**src/rtl/dapa_pkg.sv**
```systemverilog
// Shared definitions for the DAPA2014 accumulator/ALU datapath.
package dapa_pkg;

  // Accumulator instruction opcodes
  localparam logic [2:0] OP_NOP = 3'd0;
  localparam logic [2:0] OP_LDA = 3'd1;
  localparam logic [2:0] OP_STA = 3'd2;
  localparam logic [2:0] OP_ADD = 3'd3;
  localparam logic [2:0] OP_SUB = 3'd4;
  localparam logic [2:0] OP_AND = 3'd5;
  localparam logic [2:0] OP_SHL = 3'd6;
  localparam logic [2:0] OP_SHR = 3'd7;

  // ALU operation codes
  localparam logic [2:0] ALU_PASS = 3'd0;
  localparam logic [2:0] ALU_ADD  = 3'd1;
  localparam logic [2:0] ALU_SUB  = 3'd2;
  localparam logic [2:0] ALU_AND  = 3'd3;
  localparam logic [2:0] ALU_SHL1 = 3'd4;
  localparam logic [2:0] ALU_SHR1 = 3'd5;

  // Accumulator input select
  localparam logic AC_SRC_BUS = 1'b0;
  localparam logic AC_SRC_ALU = 1'b1;

  typedef enum logic [2:0] {
    S_IDLE,
    S_EXEC,
    S_SHIFT,
    S_BUS,
    S_DONE
  } state_e;

  function automatic logic is_shift(input logic [2:0] op);
    return (op == OP_SHL) || (op == OP_SHR);
  endfunction

  // ALU op driven for an instruction; PASS for anything that does not use the ALU
  function automatic logic [2:0] alu_of(input logic [2:0] op);
    unique case (op)
      OP_ADD:  return ALU_ADD;
      OP_SUB:  return ALU_SUB;
      OP_AND:  return ALU_AND;
      OP_SHL:  return ALU_SHL1;
      OP_SHR:  return ALU_SHR1;
      default: return ALU_PASS;
    endcase
  endfunction

endpackage

```
**src/rtl/seq_cnt.sv**
```systemverilog
// Loadable down-counter holding the remaining 1-bit shift steps.
module seq_cnt #(
  parameter int unsigned CNT_W = 3
) (
  input  logic             clk,
  input  logic             reset,
  input  logic             load,
  input  logic             dec,
  input  logic [CNT_W-1:0] d,
  output logic [CNT_W-1:0] q,
  output logic             one
);

  logic [CNT_W-1:0] q_q, q_d;

  // Load has priority over decrement
  always_comb begin
    q_d = q_q;
    if (load) begin
      q_d = d;
    end else if (dec) begin
      q_d = q_q - CNT_W'(1);
    end
  end

  // Counter register
  always_ff @(posedge clk or posedge reset) begin
    if (reset) begin
      q_q <= '0;
    end else begin
      q_q <= q_d;
    end
  end

  assign q   = q_q;
  assign one = (q_q == CNT_W'(1));

endmodule

```
**src/rtl/ac_seq.sv**
```systemverilog
// Micro-sequencer: one accumulator instruction per start, drives ac/ALU controls.
module ac_seq
  import dapa_pkg::*;
#(
  parameter int unsigned CNT_W = 3
) (
  input  logic             clk,
  input  logic             reset,
  input  logic             start,
  input  logic [2:0]       op,
  input  logic [CNT_W-1:0] shamt,
  input  logic             bus_gnt,
  output logic             busy,
  output logic             done,
  output logic             bus_req,
  output logic             rac,
  output logic             mem_we,
  output logic             wac,
  output logic             ac_src,
  output logic [2:0]       alu_op,
  output logic             wfl
);

  localparam logic [CNT_W-1:0] CntOne = CNT_W'(1);
  localparam logic [CNT_W-1:0] CntTwo = CNT_W'(2);

  state_e           state_q, state_d;
  logic [2:0]       op_q, op_d;
  logic             busy_q, busy_d, done_q, done_d, bus_req_q, bus_req_d;
  logic             wac_q, wac_d, ac_src_q, ac_src_d, wfl_q, wfl_d;
  logic [2:0]       alu_op_q, alu_op_d;
  logic             cnt_load, cnt_dec, cnt_one;
  logic [CNT_W-1:0] cnt_q;

  seq_cnt #(
    .CNT_W(CNT_W)
  ) u_cnt (
    .clk   (clk),
    .reset (reset),
    .load  (cnt_load),
    .dec   (cnt_dec),
    .d     (shamt),
    .q     (cnt_q),
    .one   (cnt_one)
  );

  // Next state plus the output values that state will present
  always_comb begin
    state_d   = state_q;
    op_d      = op_q;
    busy_d    = 1'b0;
    done_d    = 1'b0;
    bus_req_d = 1'b0;
    wac_d     = 1'b0;
    ac_src_d  = AC_SRC_BUS;
    alu_op_d  = ALU_PASS;
    wfl_d     = 1'b0;
    cnt_load  = 1'b0;
    cnt_dec   = 1'b0;
    unique case (state_q)
      S_IDLE: begin
        if (start) begin
          op_d   = op;
          busy_d = 1'b1;
          if (op == OP_STA) begin
            state_d   = S_BUS;
            bus_req_d = 1'b1;
          end else if (is_shift(op) && (shamt != '0)) begin
            state_d  = S_SHIFT;
            cnt_load = 1'b1;
            wac_d    = 1'b1;
            ac_src_d = AC_SRC_ALU;
            alu_op_d = alu_of(op);
            wfl_d    = (shamt == CntOne);
          end else begin
            // Zero-length shifts fall through here as a strobe-free EXEC
            state_d = S_EXEC;
            unique case (op)
              OP_LDA: begin
                wac_d    = 1'b1;
                ac_src_d = AC_SRC_BUS;
              end
              OP_ADD, OP_SUB, OP_AND: begin
                wac_d    = 1'b1;
                ac_src_d = AC_SRC_ALU;
                alu_op_d = alu_of(op);
                wfl_d    = 1'b1;
              end
              default: ;
            endcase
          end
        end
      end
      S_EXEC: begin
        state_d = S_DONE;
        busy_d  = 1'b1;
        done_d  = 1'b1;
      end
      S_SHIFT: begin
        busy_d  = 1'b1;
        cnt_dec = 1'b1;
        if (cnt_one) begin
          state_d = S_DONE;
          done_d  = 1'b1;
        end else begin
          wac_d    = 1'b1;
          ac_src_d = AC_SRC_ALU;
          alu_op_d = alu_of(op_q);
          // Flags only on the final step, which runs once the count reads 1
          wfl_d    = (cnt_q == CntTwo);
        end
      end
      S_BUS: begin
        busy_d = 1'b1;
        if (bus_gnt) begin
          state_d = S_DONE;
          done_d  = 1'b1;
        end else begin
          bus_req_d = 1'b1;
        end
      end
      S_DONE: begin
        state_d = S_IDLE;
      end
      default: begin
        state_d = S_IDLE;
      end
    endcase
  end

  // FSM state, latched opcode and registered outputs
  always_ff @(posedge clk or posedge reset) begin
    if (reset) begin
      state_q   <= S_IDLE;
      op_q      <= OP_NOP;
      busy_q    <= 1'b0;
      done_q    <= 1'b0;
      bus_req_q <= 1'b0;
      wac_q     <= 1'b0;
      ac_src_q  <= AC_SRC_BUS;
      alu_op_q  <= ALU_PASS;
      wfl_q     <= 1'b0;
    end else begin
      state_q   <= state_d;
      op_q      <= op_d;
      busy_q    <= busy_d;
      done_q    <= done_d;
      bus_req_q <= bus_req_d;
      wac_q     <= wac_d;
      ac_src_q  <= ac_src_d;
      alu_op_q  <= alu_op_d;
      wfl_q     <= wfl_d;
    end
  end

  assign busy    = busy_q;
  assign done    = done_q;
  assign bus_req = bus_req_q;
  assign wac     = wac_q;
  assign ac_src  = ac_src_q;
  assign alu_op  = alu_op_q;
  assign wfl     = wfl_q;
  // bus_req_q is high exactly while in BUS, so this is the grant cycle
  assign rac     = bus_req_q & bus_gnt;
  assign mem_we  = bus_req_q & bus_gnt;

endmodule

```
**config.mk**
```make
export PLATFORM = sky130hd
export DESIGN_NAME = ac_seq
export DESIGN_NICKNAME = d
export VERILOG_FILES = /design/src/rtl/dapa_pkg.sv /design/src/rtl/seq_cnt.sv /design/src/rtl/ac_seq.sv
export SDC_FILE = /design/constraint.sdc
export NUM_CORES = 1
export LEC_CHECK = 0
export CORE_MARGIN = 2
export CORE_UTILIZATION = 40
export CTS_BUF_LIST = sky130_fd_sc_hd__clkbuf_16
export CTS_CLUSTER_DIAMETER = 50
export DETAILED_ROUTE_END_ITERATION = 10
export HOLD_SLACK_MARGIN = 0.05
export PLACE_DENSITY = 0.69
export SLEW_MARGIN = 5
export SYNTH_ARGS = -nofsm -noshare
export SYNTH_HDL_FRONTEND = slang
export SYNTH_SLANG_ARGS = --single-unit
```
**constraint.sdc**
```tcl
create_clock -name clk -period 4.2 [get_ports clk]
set_clock_uncertainty 0.2 [all_clocks]
set_input_delay 0.42 -clock clk [delete_from_list [all_inputs] [get_ports clk]]
set_output_delay 0.42 -clock clk [all_outputs]
set_load 0.005 [all_outputs]
```
* Word level (Yosys, flattened, before mapping)
Cells that the tools add are included.
Storage, ports and cells: flip-flop bits (word level) 18, word-level logic and storage cells 89
Cells by class: add/subtract/negate cells 1, eq/ne operators 21, multiplexer cells 46, bitwise logic cells 1, reductions and logical operators 10
Operator list (number):
- $mux W3 | 10
- $pmux W3 S5 | 2
- $eq A3 B3 Y1 const B | 8
- $mux W1 | 24
- $eq A3 B2 Y1 const B | 6
- $eq A3 B1 Y1 const B | 4
- $pmux W3 S4 | 1
- $pmux W1 S2 | 5
- $ne A2 B2 Y1 const B | 3
- $pmux W3 S2 | 1
- $reduce_or A3 Y1 | 2
- $mux W2 | 2
- $reduce_or A4 Y1 | 1
- $logic_not A3 Y1 | 1
- $pmux W1 S3 | 1
- $reduce_and A3 Y1 | 1
- $reduce_bool A3 Y1 | 1
- $sub A3 B1 Y3 const B | 1
- $reduce_and A2 Y1 | 1
- $reduce_bool A2 Y1 | 1
- $and A1 B1 Y1 | 1
- $logic_and A1 B1 Y1 | 1
- $logic_or A1 B1 Y1 | 1

* Longest topological paths before layout
Gate-level depths: netlist of the first run.
word-level depth 8, depth in mapped cells 5

* Hierarchy
From an unflattened synthesis of the first run, not the netlist that was laid out.
Second synthesis, totals: cell total of the unflattened synthesis 84, area, all modules 879.6 um^2
By module, submodules not included:
- ac_seq | times used 1, cells an instance 64, area an instance 693.2 um^2
- seq_cnt | times used 1, cells an instance 20, area an instance 186.4 um^2

* Worst setup path before layout of the first run
OpenSTA, ideal clock, no wires.
kind register to register, from register state_q[2], to register u_cnt.q_q[0], in the netlist u_cnt.q[0], setup time 127 ps, data arrival time 1356 ps, required time 3873 ps, path slack 2517 ps, stages on the path, launching flop included 5, buffers on the path 1, clock period less this slack 1683 ps, path through dfrtp_1 -> buf_6 -> nor4b_4 -> nand2_2 -> mux2_1
Between the ends: cells in the longest elaborated chain, start to end 3, elaborated cells between the ends (all ways) 6
Ends and longest elaborated chain:
- start, declared | RTL line ac_seq.sv:27 | state_e state_q, state_d;
- start signal, assigned | RTL line ac_seq.sv:144 | state_q <= state_d;
- $eq A3 B2 Y1 / $logic_not A3 Y1 (equally long branches) | RTL line ac_seq.sv:60 | unique case (state_q)
- $mux W1 | RTL line ac_seq.sv:60
- $reduce_bool A2 Y1 (no source line) / $mux W3 (equally long branches)
- end signal, assigned | RTL line seq_cnt.sv:31 | q_q <= q_d;
- end, declared | RTL line seq_cnt.sv:14 | logic [CNT_W-1:0] q_q, q_d;
Parallel ways exist; a longest one is shown, timed or not. A chain may end at the register's enable or synchronous reset.

* Worst setup path after layout of the first run
from input bus_gnt, to output mem_we
Between the ends: cells in the longest elaborated chain, start to end 1
Ends and longest elaborated chain:
- start, declared | RTL line ac_seq.sv:12 | input logic bus_gnt,
- $and A1 B1 Y1 | RTL line ac_seq.sv:165 | assign mem_we = bus_req_q & bus_gnt;
- end, declared | RTL line ac_seq.sv:17 | output logic mem_we,
No other way between the ends.

==> flow_metrics.tcl, run 1 <==
set metrics [dict create \
    outcome "finished clean" \
    worst-setup-path-type "input pin to output port" \
    die_w_um 51.5 \
    synthDominantCellAreaShare 0.499 \
    routed_via_density 5.10 \
    globalRoute.totalOverflow 0 \
    placement.io_buffers 20 \
    rows 17 \
    yosys.area_share.xor_xnor 0.0194 \
    die_h_um 51.5 \
    filler_cell_count 207 \
    post_cts_buffers 0 \
    ys_async_sr_fraction 1.00 \
    synth-simple-area-share 0.201 \
    grt_setup_unrepaired "no" \
    p_leak_uw 0.000516 \
    gp_congestion 0.831 \
    slew_violations 0 \
    cp_common_cell "sky130_fd_sc_hd__clkdlybuf4s50_1" \
    cp_data_required_time_ns 3.58 \
    top_cells_by_area_in_the_synthesized_netlist "sky130_fd_sc_hd__dfrtp_1 50%, sky130_fd_sc_hd__o21ai_0 5.0%, sky130_fd_sc_hd__nand2_1 4.6%" \
    muxShareOfSynthArea 0.0485 \
    min_path_type "flop to flop" \
    largest_net_degree_at_the_start_of_global_routing 19 \
    slowest_stage_cell_cp "sky130_fd_sc_hd__clkdlybuf4s50_1" \
    synth_enable_flop_cells 0 \
    layout-drive-gt1-share 0.0952 \
    post-synth-top-area-cell "sky130_fd_sc_hd__dfrtp_1" \
    clkSlewWorstSetupHoldPaths_ns 0.05 \
    hold_viol_final 0 \
    syn_area_sq_um 902 \
    hold_path_stages 2 \
    initial_antenna_violation_count 0 \
    cpPeakStageDelay_ns 0.53 \
    endpoint_kind "output port" \
    hold_fix_buffer_count_after_cts 0 \
    post_synth_fa_ha_maj_area_fraction 0.0416 \
    initial_core_util 0.416 \
    grt_pass1_wl_um 2900 \
    detailed_placer_s_ending_hpwl_um 1240 \
    floorplan.core_area_sq_um 2170 \
    worstSetupStartpoint "bus_gnt" \
    detailed_place.area_sq_um 1100 \
    yosysUniqueCellTypes 31 \
    r2r_setup_slk_ns 2.33 \
    grt_use_total 0.153 \
    area.growth.synth_to_final_pct 31.1 \
    worst_slack_ns 1.97 \
    crit_chain "clkdlybuf4s50_1 > and2_1 > clkdlybuf4s50_1" \
    preCtsSetupSlack_ns 1.96 \
    io_pins 21 \
    ant_nets 0 \
    ys_ff_latch 18 \
    timing.critical_path.to "mem_we" \
    layout.nets 119 \
    ys_warn_count 0 \
    die-area_sq_um 2650 \
    drtIter0Drc 19 \
    power_per_cell_area_nw_per_um2 619 \
    vias_in_the_first_global_route 666 \
    finalSetupViolCount 0 \
    dr_total_vias 678 \
    fmaxAchievable_ghz 0.449 \
    avgSynthCellArea_sq_um 10.7 \
    worst_r2r_endpoint "u_cnt.q[2]" \
    relative_slew_slack 0.562 \
    post_cts_resize_count 0 \
    worst_slew_pin_slew_ns 0.657 \
    wl_per_cell_um 12.6 \
    root_buffer "sky130_fd_sc_hd__clkbuf_16" \
    synth_top_family_by_area "simple AND/OR/NAND/NOR gates" \
    synth_compound_area_frac 0.132 \
    ctsLongestPathBuffers 2 \
    synth_ff_type "sky130_fd_sc_hd__dfrtp_1" \
    clock_insertion_delay_worst_skew_ns 0.25 \
    vdd.ir_drop.worst_mv 0.366 \
    timing.max_cap.violations 0 \
    finish.instance_area_sq_um 1180 \
    number_of_search_and_repair_iterations_in_the_first_detailed_routing_pass 4 \
    drt_drc_violations_left 0 \
    cts.sinks 18 \
    critical_path.max_fanout 4 \
    setup_tns_ns 0 \
    antenna-diode-count 0 \
    netlist_instances 84 \
    period_minus_slack_ns 2.23 \
    crit_arrival_ns 1.61 \
    routed_wl_um 1670 \
    synth_nets 97 \
    timing.reg2reg.worst_path_depth 3 \
    htree_levels 1 \
    clock_buffers_created_by_tritoncts 3 \
    final_min_period_over_clock_period 0.531 \
    start_kind "input pin" \
    ys_seq_area_frac 0.499 \
    rr_startpoint "state_q[2]" \
    tritoncts "yes" \
]
worst min-delay path by stage:
| stage | from | to | slack [ns] |
|---|---|---|---|
| final | op_q[0] | op_q[0] | 0.29 |
| after global routing | op_q[0] | op_q[0] | 0.31 |
| after CTS | op_q[0] | op_q[0] | 0.29 |
| after detailed placement | op_q[0] | op_q[0] | 0.27 |
| after global placement | op_q[0] | op_q[0] | 0.27 |
| after floorplan | reset | ac_src | 0.16 |
cell usage in the layout (no fill, tap or decap), drive strengths merged:
cell type | netlist | layout
o21ai | 10 | 10
dfrtp | 18 | 18
nand2b | 1 | 1
o22ai | 1 | 1
nand2 | 12 | 12
nand3b | 1 | 1
xor2 | 1 | 1
nand3 | 3 | 3
inv | 5 | 5
and4bb | 1 | 1
clkdlybuf4s50 | 0 | 20
o31ai | 1 | 1
o32ai | 1 | 1
o311a | 1 | 1
nor2 | 5 | 5
and2 | 1 | 1
or4b | 2 | 2
a21oi | 4 | 4
xnor2 | 1 | 1
mux2 | 3 | 3
o41ai | 1 | 1
or3 | 1 | 1
ha | 3 | 3
nor4b | 1 | 1
clkinv | 0 | 1
clkbuf | 0 | 3
nor3b | 1 | 1
nor3 | 1 | 1
mux2i | 1 | 1
per-stage QoR:
stage,hold slack (ns),power (uW),util,instances
final,0.287,732,0.545,133
after CTS,0.285,741,0.545,133
after global placement,0.266,542,0.509,129
after floorplan,0.159,461,-,84
after detailed placement,0.268,550,0.509,129
after global routing,0.311,791,0.545,133
Yosys cell counts (2+ instances only):
cell and number:
sky130_fd_sc_hd__inv_1 5, sky130_fd_sc_hd__nand3_1 3, sky130_fd_sc_hd__nand2_1 11, sky130_fd_sc_hd__nor2_1 5, sky130_fd_sc_hd__mux2_1 3, sky130_fd_sc_hd__or4b_2 2
sky130_fd_sc_hd__o21ai_0 9, sky130_fd_sc_hd__dfrtp_1 18, sky130_fd_sc_hd__ha_1 3, sky130_fd_sc_hd__a21oi_1 4
metal layers:
| metal | global-route usage | share of wire | vias up |
|---|---|---|---|
| li1 | - | - | 333 |
| met1 | 0.178 | 0.43 | 324 |
| met2 | 0.261 | 0.50 | 19 |
| met3 | 0.0517 | 0.060 | 2 |
| met4 | 0.0526 | 0.0054 | 0 |
| met5 | 0 | 0 | - |
report_power, final:
| group | internal, uW | total (uW) | switching [uW] |
|---|---|---|---|
| Sequential | 241 | 293 | 51.7 |
| Clock | 126 | 188 | 61.1 |
| Combinational | 139 | 252 | 113 |
| Total | 506 | 732 | 226 |
layout make-up:
cell class | instances | area [sq um] | area share
multi-input cells | 58 | 399 | 0.338
inverters | 5 | 18.8 | 0.0159
well taps | 28 | 35.0 | 0.0296
clock inverters | 1 | 3.75 | 0.00317
repair buffers | 20 | 200 | 0.169
flip-flops and latches | 18 | 450 | 0.381
clock buffers | 3 | 75.1 | 0.0635
critical path, delay by kind of cell:
kind / cells / cell delay, ns
buffers and inverters: 2 / 1.03
AND/OR/NAND/NOR: 1 / 0.16
registers in the layout, indices dropped and copies added (netlist names):
name / flops
busy: 1
alu_op: 3
op_q: 3
state_q: 3
bus_req: 1
wfl: 1
done: 1
u_cnt.q: 3
ac_src: 1
wac: 1
kinds of logic (layout without fill, tap and decap cells):
logic type | count (synthesis) | count (layout)
AO/OA/AOI/OAI | 19 | 19
XOR/XNOR | 2 | 2
AND/OR/NAND/NOR | 30 | 30
buffers and inverters | 8 | 29
flip-flops | 18 | 18
multiplexers | 4 | 4
adder cells (fa/ha/maj) | 3 | 3
Note: power is estimated with default switching activity, not from simulation.
==> run 2, diff against run 1 <==
--- a/config.mk
+++ b/config.mk
@@ -11,7 +11,7 @@
 export CTS_CLUSTER_DIAMETER = 50
 export DETAILED_ROUTE_END_ITERATION = 10
 export HOLD_SLACK_MARGIN = 0.05
-export PLACE_DENSITY = 0.69
+export PLACE_DENSITY = 0.72
 export SLEW_MARGIN = 5
 export SYNTH_ARGS = -nofsm -noshare
 export SYNTH_HDL_FRONTEND = slang
==> constraint.sdc (replaced) <==
create_clock -name clk -period 1.8 [get_ports clk]
set_clock_uncertainty 0.2 [all_clocks]
set_input_delay 0.18 -clock clk [delete_from_list [all_inputs] [get_ports clk]]
set_output_delay 0.18 -clock clk [all_outputs]
set_load 0.005 [all_outputs]
==> flow_metrics.tcl, run 2 (same netlist as run 1, synthesis figures left out) <==
set metrics [dict create \
    cpPeakStageDelay_ns 0.51 \
    finalSetupViolCount 0 \
    vias_in_the_first_global_route 706 \
    placement.io_buffers 20 \
    initial_core_util 0.416 \
    hold_fix_buffer_count_after_cts 0 \
    clkSlewWorstSetupHoldPaths_ns 0.05 \
    finish.instance_area_sq_um 1230 \
    slowest_stage_cell_cp "sky130_fd_sc_hd__clkdlybuf4s50_1" \
    setup_tns_ns 0 \
    most_used_cells_in_the_layout_excluding_fill_and_tap_cells "20 x sky130_fd_sc_hd__clkdlybuf4s50_1, 18 x sky130_fd_sc_hd__dfrtp_1, 11 x sky130_fd_sc_hd__nand2_1" \
    dr_total_vias 703 \
    period_minus_slack_ns 1.72 \
    clock_insertion_delay_worst_skew_ns 0.25 \
    ant_nets 0 \
    hold_viol_final 0 \
    cp_data_required_time_ns 1.42 \
    floorplan.core_area_sq_um 2170 \
    rows 17 \
    root_buffer "sky130_fd_sc_hd__clkbuf_16" \
    initial_antenna_violation_count 0 \
    grt_setup_unrepaired "no" \
    cp_common_cell "sky130_fd_sc_hd__clkdlybuf4s50_1" \
    drt_drc_violations_left 0 \
    filler_cell_count 202 \
    power_per_cell_area_nw_per_um2 1420 \
    cts.sinks 18 \
    post_cts_resize_count 0 \
    tritoncts "yes" \
    detailed_place.area_sq_um 1160 \
    layout.nets 126 \
    start_kind "input pin" \
    finalPower_uw 1750 \
    clock_buffers_created_by_tritoncts 3 \
    crit_chain "clkdlybuf4s50_1 > and2_1 > clkdlybuf4s50_1" \
    routed_wl_um 1750 \
    die-area_sq_um 2650 \
    crit_arrival_ns 1.34 \
    ctsLongestPathBuffers 2 \
    fmaxAchievable_ghz 0.580 \
    slew_violations 0 \
    relative_slew_slack 0.725 \
    die_h_um 51.5 \
    gp_congestion 0.806 \
    min_path_type "input pin to async pin" \
    detailed_placer_s_ending_hpwl_um 1330 \
    largest_net_degree_at_the_start_of_global_routing 19 \
    worst-setup-path-type "input pin to output port" \
    most_common_library_cell_in_the_layout_ignoring_fill_and_taps "sky130_fd_sc_hd__clkdlybuf4s50_1" \
    p_leak_uw 0.000550 \
    finish.utilization 0.569 \
    endpoint_kind "output port" \
    number_of_search_and_repair_iterations_in_the_first_detailed_routing_pass 4 \
    outcome "finished clean" \
    routed_via_density 5.02 \
    vdd.ir_drop.worst_mv 0.824 \
    wl_per_cell_um 12.5 \
    die_w_um 51.5 \
    critical_path.max_fanout 4 \
    antenna-diode-count 0 \
    layout-drive-gt1-share 0.152 \
    area.growth.synth_to_final_pct 36.9 \
    grt_use_total 0.159 \
    htree_levels 1 \
    globalRoute.totalOverflow 0 \
    io_pins 21 \
    drtIter0Drc 8 \
    worst_slew_pin_slew_ns 0.408 \
    timing.max_cap.violations 0 \
    grt_pass1_wl_um 3060 \
    final_min_period_over_clock_period 0.958 \
    post_cts_buffers 0 \
]
## run 2: final timing paths
path | startpoint | endpoint | slack, ns | cells past startpoint
min | reset | op_q[1] | 0.05 | 3
max | bus_gnt | rac | 0.08 | 3
max in group asynchronous | reset | state_q[1] | 1.16 | 3
min reg2reg | op_q[1] | alu_op[1] | 0.29 | 1
max reg2reg | state_q[2] | op_q[0] | 0.09 | 3
min in group clk | op_q[1] | alu_op[1] | 0.29 | 1
## run 2: critical path: cells and delay by family
kind	cells	cell delay, ns
buf+inv	2	1.01
simple gates	1	0.15
## run 2: where the power goes
group	internal, uW	switching, uW
Sequential	563	126
Combinational	342	273
Clock	295	149
## run 2: per-layer routing
layer  wire length, um  global-route usage  vias up
li1                  -                   -      351
met1               788               0.189      334
met3                91              0.0603        0
met2               874               0.278       18
met5                 0                   0        -
met4                 0              0.0263        0
## run 2: cell type report
type	instances	area (sq um)	share of cell area
sequential	18	450	0.365
clock inverter	1	3.75	0.00304
timing repair buffer	27	253	0.205
tap	28	35.0	0.0284
inverter	5	18.8	0.0152
clock buffer	3	75.1	0.0608
multi-input combinational	58	399	0.323
## run 2: metrics by stage
step           instances  hold slack [ns]  setup WS, ns
2_1_floorplan         84          -0.0814         0.117
6_report             140           0.0475        0.0763
4_1_cts              140           0.0591        0.0695
3_5_place_dp         136            0.278       -0.0125
3_3_place_gp         136            0.267       0.00282
5_1_grt              140           0.0978        0.0130
